$ cat src/rtl/fifo_burst_reader_if.sv
// Handshake bundle between the burst reader, the FIFO read port and the outbound stream.
// master = burst reader side; slave = FIFO/sink side.
interface fifo_burst_reader_if #(
  parameter int DSIZE = 8
);
  logic             fifo_rempty;
  logic             fifo_rd;
  logic [DSIZE-1:0] fifo_rdata;
  logic             m_valid;
  logic             m_ready;
  logic [DSIZE-1:0] m_data;

  modport master (
    input  fifo_rempty, fifo_rdata, m_ready,
    output fifo_rd, m_valid, m_data
  );

  modport slave (
    output fifo_rempty, fifo_rdata, m_ready,
    input  fifo_rd, m_valid, m_data
  );
endinterface

$ cat src/rtl/fifo_burst_reader.sv
// Drains a programmed number of words from the FIFO read port into a 2-entry
// skid buffer and re-issues them on a valid/ready stream.
module fifo_burst_reader #(
  parameter int DSIZE = 8,
  parameter int CSIZE = 8
) (
  input  logic                 rclk,
  input  logic                 rrst,
  input  logic                 start,
  input  logic [CSIZE-1:0]     burst_len,
  fifo_burst_reader_if.master  bus,
  output logic                 busy,
  output logic                 done,
  output logic [CSIZE-1:0]     xfer_cnt
);

  typedef enum logic {ST_IDLE, ST_RUN} state_t;

  state_t           r_state;
  state_t           w_state_next;
  logic [CSIZE-1:0] r_len;
  logic [CSIZE-1:0] r_pop_cnt;
  logic [CSIZE-1:0] r_xfer_cnt;
  logic [1:0]       r_occ;
  logic             r_wr_ptr;
  logic             r_rd_ptr;
  logic             r_done;
  logic [DSIZE-1:0] w_entry [2];

  logic             w_push;
  logic             w_pop;
  logic             w_last;
  logic             w_accept;
  logic             w_zero_start;

  assign w_pop  = bus.m_valid & bus.m_ready;
  assign w_push = bus.fifo_rd;

  always_comb begin
    w_state_next = r_state;
    w_accept     = 1'b0;
    w_zero_start = 1'b0;
    w_last       = 1'b0;
    bus.fifo_rd  = 1'b0;
    case (r_state)
      ST_IDLE: begin
        if (start) begin
          if (burst_len != '0) begin
            w_accept     = 1'b1;
            w_state_next = ST_RUN;
          end else begin
            w_zero_start = 1'b1;
          end
        end
      end
      ST_RUN: begin
        // Push only into a free slot; a same-cycle retire does not count as free.
        bus.fifo_rd = !bus.fifo_rempty && (r_pop_cnt < r_len) && (r_occ != 2'd2);
        w_last      = w_pop && ((r_xfer_cnt + CSIZE'(1)) == r_len);
        if (w_last) begin
          w_state_next = ST_IDLE;
        end
      end
      default: w_state_next = ST_IDLE;
    endcase
  end

  always_ff @(posedge rclk) begin
    if (rrst) begin
      r_state <= ST_IDLE;
    end else begin
      r_state <= w_state_next;
    end
  end

  always_ff @(posedge rclk) begin
    if (rrst) begin
      r_len      <= '0;
      r_pop_cnt  <= '0;
      r_xfer_cnt <= '0;
      r_occ      <= '0;
      r_wr_ptr   <= 1'b0;
      r_rd_ptr   <= 1'b0;
      r_done     <= 1'b0;
    end else begin
      r_done <= w_zero_start | w_last;
      if (w_accept) begin
        r_len      <= burst_len;
        r_pop_cnt  <= '0;
        r_xfer_cnt <= '0;
      end else if (w_zero_start) begin
        r_xfer_cnt <= '0;
      end else begin
        if (w_push) r_pop_cnt  <= r_pop_cnt + CSIZE'(1);
        if (w_pop)  r_xfer_cnt <= r_xfer_cnt + CSIZE'(1);
      end
      case ({w_push, w_pop})
        2'b10:   r_occ <= r_occ + 2'd1;
        2'b01:   r_occ <= r_occ - 2'd1;
        default: r_occ <= r_occ;
      endcase
      if (w_push) r_wr_ptr <= ~r_wr_ptr;
      if (w_pop)  r_rd_ptr <= ~r_rd_ptr;
    end
  end

  // Buffer slots form a 2-deep ring indexed by the write/read pointers.
  for (genvar gi = 0; gi < 2; gi++) begin : g_buf
    logic [DSIZE-1:0] r_entry;
    always_ff @(posedge rclk) begin
      if (rrst) begin
        r_entry <= '0;
      end else if (w_push && (r_wr_ptr == 1'(gi))) begin
        r_entry <= bus.fifo_rdata;
      end
    end
    assign w_entry[gi] = r_entry;
  end

  assign bus.m_valid = (r_occ != 2'd0);
  assign bus.m_data  = w_entry[r_rd_ptr];
  assign busy        = (r_state == ST_RUN);
  assign done        = r_done;
  assign xfer_cnt    = r_xfer_cnt;

endmodule

$ cat src/flat_wrapper.sv
// flat-port wrapper written by rule: the top's interface ports become plain ports
module fifo_burst_reader_flat 
#(
  parameter int DSIZE = 8,
  parameter int CSIZE = 8
)
  (rclk, rrst, start, burst_len, busy, done, xfer_cnt, bus_fifo_rempty, bus_fifo_rdata, bus_m_ready, bus_fifo_rd, bus_m_valid, bus_m_data);
  fifo_burst_reader_if #(.DSIZE(DSIZE)) bus_i ();
  input  logic rclk;
  input  logic rrst;
  input  logic start;
  input  logic [CSIZE-1:0] burst_len;
  output logic busy;
  output logic done;
  output logic [CSIZE-1:0] xfer_cnt;
  input wire logic [$bits(bus_i.fifo_rempty)-1:0] bus_fifo_rempty;
  input wire logic [$bits(bus_i.fifo_rdata)-1:0] bus_fifo_rdata;
  input wire logic [$bits(bus_i.m_ready)-1:0] bus_m_ready;
  output wire logic [$bits(bus_i.fifo_rd)-1:0] bus_fifo_rd;
  output wire logic [$bits(bus_i.m_valid)-1:0] bus_m_valid;
  output wire logic [$bits(bus_i.m_data)-1:0] bus_m_data;
  assign bus_i.fifo_rempty = bus_fifo_rempty;
  assign bus_i.fifo_rdata = bus_fifo_rdata;
  assign bus_i.m_ready = bus_m_ready;
  assign bus_fifo_rd = bus_i.fifo_rd;
  assign bus_m_valid = bus_i.m_valid;
  assign bus_m_data = bus_i.m_data;
  fifo_burst_reader #(.DSIZE(DSIZE), .CSIZE(CSIZE)) u_core (.rclk(rclk), .rrst(rrst), .start(start), .burst_len(burst_len), .bus(bus_i), .busy(busy), .done(done), .xfer_cnt(xfer_cnt));
endmodule
$ cat config.mk
export PLATFORM = sky130hd
export DESIGN_NAME = fifo_burst_reader_flat
export DESIGN_NICKNAME = d
export VERILOG_FILES = /design/src/rtl/fifo_burst_reader_if.sv /design/src/rtl/fifo_burst_reader.sv /design/src/flat_wrapper.sv
export SDC_FILE = /design/constraint.sdc
export NUM_CORES = 1
export LEC_CHECK = 0
export CORE_UTILIZATION = 45
export CTS_BUF_LIST = sky130_fd_sc_hd__clkbuf_8
export DETAILED_ROUTE_END_ITERATION = 12
export GPL_TIMING_DRIVEN = 1
export PLACE_DENSITY = 0.7
export SYNTH_ARGS = -nofsm -noshare
export SYNTH_HDL_FRONTEND = slang
export SYNTH_SLANG_ARGS = --single-unit
export TNS_END_PERCENT = 50
$ cat constraint.sdc
create_clock -name rclk -period 7 [get_ports rclk]
set_clock_uncertainty 0.15 [all_clocks]
set_input_delay 1.05 -clock rclk [delete_from_list [all_inputs] [get_ports rclk]]
set_output_delay 1.05 -clock rclk [all_outputs]
set_load 0.005 [all_outputs]
==> results.toml <==
[sta]
max_slew_margin = 0.3589
slew_violations = 0
fmax_mhz = 231.8
finalSetupViolCount = 0
period_share = 0.6163
worstMarginPinSlew_ns = 0.9597
finalHoldViolCount = 0
setup_slack_ns = 2.686
tns_ns = 0
rsz0062_at_grt = "false"
period_minus_slack_ns = 4.314

[critical_path]
slowest_delay_ns = 0.63
crit_required_ns = 5.80
slowest_stage = "clkdlybuf4s50_1"
ff2ff_path_depth = 10
cp-startpoint = "bus_fifo_rempty"
path_max_fanout = 7
criticalPathCategory = "in -> out"
start_kind = "input port"
end_kind = "output pin"
cpMostUsedCell = "clkdlybuf4s50_1"
cp-endpoint = "bus_fifo_rd"
crit_arrival_ns = 3.11
cp_num_cells = 5
reg2reg_from = "u_core.r_len[5]"
ff2ff_setup_slack_ns = 3.91
crit_family = "buffers and inverters"
worstReg2RegEnd = "u_core.r_occ[1]"
crit_chain = "clkdlybuf4s50_1 -> nor2_1 -> nand3_1 -> a21oi_1 -> clkdlybuf4s50_1"
critical_path_buf_inv_count = 2

[route]
routed_via_density = 4.992
firstDrtPassIters = 4
drtAntennaViolNets = 0
met3_length_um = 186
vias = 1847
wire_per_inst_um = 12.94
wl_met1_um = 2235
wl_met2_um = 2316
drt_iter0_drc = 51
drc = 0
highest_layer = "met4"
totalWireLength_um = 4789

[clock_network]
cts_root_buf = "clkbuf_8"
cts_buffers = 5
clock_latency_ns = 0.30
postCtsHoldBufs = 0
cts.path.max_buffers = 2
htreeDepth = 2
clkSinkCount = 46
cts_resized = 0
cts_tree = "built"
postCtsSetupBuffers = 0
path_clk_slew_ns = 0.09

[placed_design]
dp_hpwl_um = 3477
port-buffer-count = 40
gp_congestion = 0.8098
place_ws_ns = 2.729

[yosys]
synth_edf_count = 0
yosysTopAreaCellShare = 0.3983
async_reset_ff_frac = 0
syn_nets = 293
synthTopCellsByArea = "dfxtp_1 40%, nor2_1 8.3%, mux2i_1 7.8%"
syn_avg_cell_area_um2 = 8.825
ys_warn_count = 0
ys_types = 37
ys_ff_latch = 46
yosysSeqAreaShare = 0.3983
synth_top_cell_by_area = "dfxtp_1"
syn_area_um2 = 2312
yosysMostFrequentCell = "nor2_1"
syn_inst = 262
synthFlopType = "dfxtp_1"
synth_common_cells = "51 x nor2_1, 46 x dfxtp_1, 18 x mux2i_1"

[min_path]
hp-class = "reg -> reg"
worstHoldPathCells = 2

[final_layout]
drive_above_1_share = 0.08581
multi_input_area_um2 = 1301
fillCellCount = 436
n_antenna_cell = 0
utilization = 0.6005
nets = 333
seqCellArea_um2 = 920.9
area_growth_pct = 25.92

[floorplan]
dieWidth_um = 73.68
row_count = 25
die_area_um2 = 5429
start_util = 0.4769
die_y_um = 73.68
io_pins = 41
fp.coreArea_um2 = 4848

[grt]
grt_max_degree = 33
gr-usage-all-layers = 0.1909
grt_pass1_wl_um = 7886
grt_pass1_vias = 1755
antenna_found_initial = 0
overflow = 0

[run_status]
outcome = "finished clean"

[power_and_ir_drop]
p_sw_uw = 149.8
powerDensity_nw_per_um2 = 210.3
p_sw_frac = 0.2446
power.total_uw = 612.4
cellLeakagePower_nw = 1.061
p_clk_frac = 0.384
seq_power_share = 0.465
p_int_uw = 462.6
ir_drop_v = 0.0001281
pwr-share-comb = 0.151

[job]
maxCapViolCount = 0
cells by family after synthesis:
logic type / after synthesis / share of synthesized area
xor+xnor: 25 / 0.09470
buf+inv: 24 / 0.03896
mux: 26 / 0.1169
flops: 46 / 0.3983
compound gates: 37 / 0.1077
fa+ha+maj: 10 / 0.05411
simple gates: 94 / 0.1894
power by group through the flow:
| stage | combinational [mW] | clock, mW | sequential, mW |
|---|---|---|---|
| 6_report | 0.0926 | 0.235 | 0.285 |
| 5_1_grt | 0.103 | 0.252 | 0.286 |
| 4_1_cts | 0.0932 | 0.242 | 0.285 |
| 3_5_place_dp | 0.0924 | 0 | 0.291 |
| 3_3_place_gp | 0.0908 | 0 | 0.290 |
| 2_1_floorplan | 0.0618 | 0 | 0.284 |
cell usage in the layout (no fill, tap or decap), types with 2 or more instances in the layout:
cell type        netlist  layout
xor2_1                 8       8
and3_1                 2       2
a211oi_1               4       4
ha_1                  10      10
or2_2                  4       4
nand3_1                6       6
inv_1                 16      16
a21oi_1               17      17
nor2_1                51      51
nand2b_1               2       2
xnor2_1               17      17
a211oi_4               2       2
or3_1                  3       3
mux2i_1               18      18
nand4_1                3       3
clkdlybuf4s50_1        0      40
mux2_2                 8       8
dfxtp_1               46      46
and2_1                 2       2
o21ai_1                2       2
nand2_1               10      10
nor3_1                 2       2
bufinv_16              0       2
clkbuf_8               0       5
o21ai_0                5       5
nor2b_1                2       2
or4_1                  3       3
worst register-to-register path, delay by kind of cell, from the launching register on:
| kind | cells | cell delay (ns) |
|---|---|---|
| and+or+nand+nor | 1 | 0.38 |
| DFF | 1 | 0.36 |
| adders and majority gates | 2 | 0.61 |
| buffers and inverters | 2 | 0.16 |
| AOI/OAI and AO/OA | 5 | 1.37 |
flip-flops by register name (all words and copies together), names as in the netlist:
register              count
u_core.busy               1
u_core.done               1
u_core.g_buf.r_entry     16
u_core.r_len              8
u_core.r_occ              2
u_core.r_pop_cnt          8
u_core.r_rd_ptr           1
u_core.r_wr_ptr           1
u_core.xfer_cnt           8
metal layers:
metal,track usage,up-vias
li1,-,961
met1,0.2344,846
met2,0.3303,35
met3,0.04390,5
met4,0.05769,0
met5,0,-
through the flow:
| step | hold WS, ns | std cells | instance area [µm²] |
|---|---|---|---|
| floorplan | 0.3044 | 262 | 2312 |
| global placement | 0.3203 | 362 | 2774 |
| detailed placement | 0.3323 | 362 | 2774 |
| CTS | 0.3551 | 370 | 2912 |
| global route | 0.3778 | 370 | 2912 |
| finish | 0.3484 | 370 | 2912 |
cell type report:
class | count | share of cell area
multi-input cells | 192 | 0.4469
flip-flops and latches | 46 | 0.3163
repair buffers | 41 | 0.1401
well taps | 67 | 0.02879
clock buffers | 5 | 0.02364
clock inverters | 3 | 0.02364
inverters | 16 | 0.02063
worst min path at each step:
stage | from | end | slack (ns)
after floorplan | u_core.g_buf[1].r_entry[0] | u_core.g_buf[1].r_entry[0] | 0.30
after global placement | u_core.g_buf[0].r_entry[1] | u_core.g_buf[0].r_entry[1] | 0.32
after detailed placement | u_core.g_buf[1].r_entry[3] | u_core.g_buf[1].r_entry[3] | 0.33
after CTS | u_core.g_buf[1].r_entry[3] | u_core.g_buf[1].r_entry[3] | 0.36
after global routing | u_core.g_buf[1].r_entry[0] | u_core.g_buf[1].r_entry[0] | 0.38
final | u_core.g_buf[0].r_entry[2] | u_core.g_buf[0].r_entry[2] | 0.35
No activity file was read; power rests on OpenSTA's default activity.
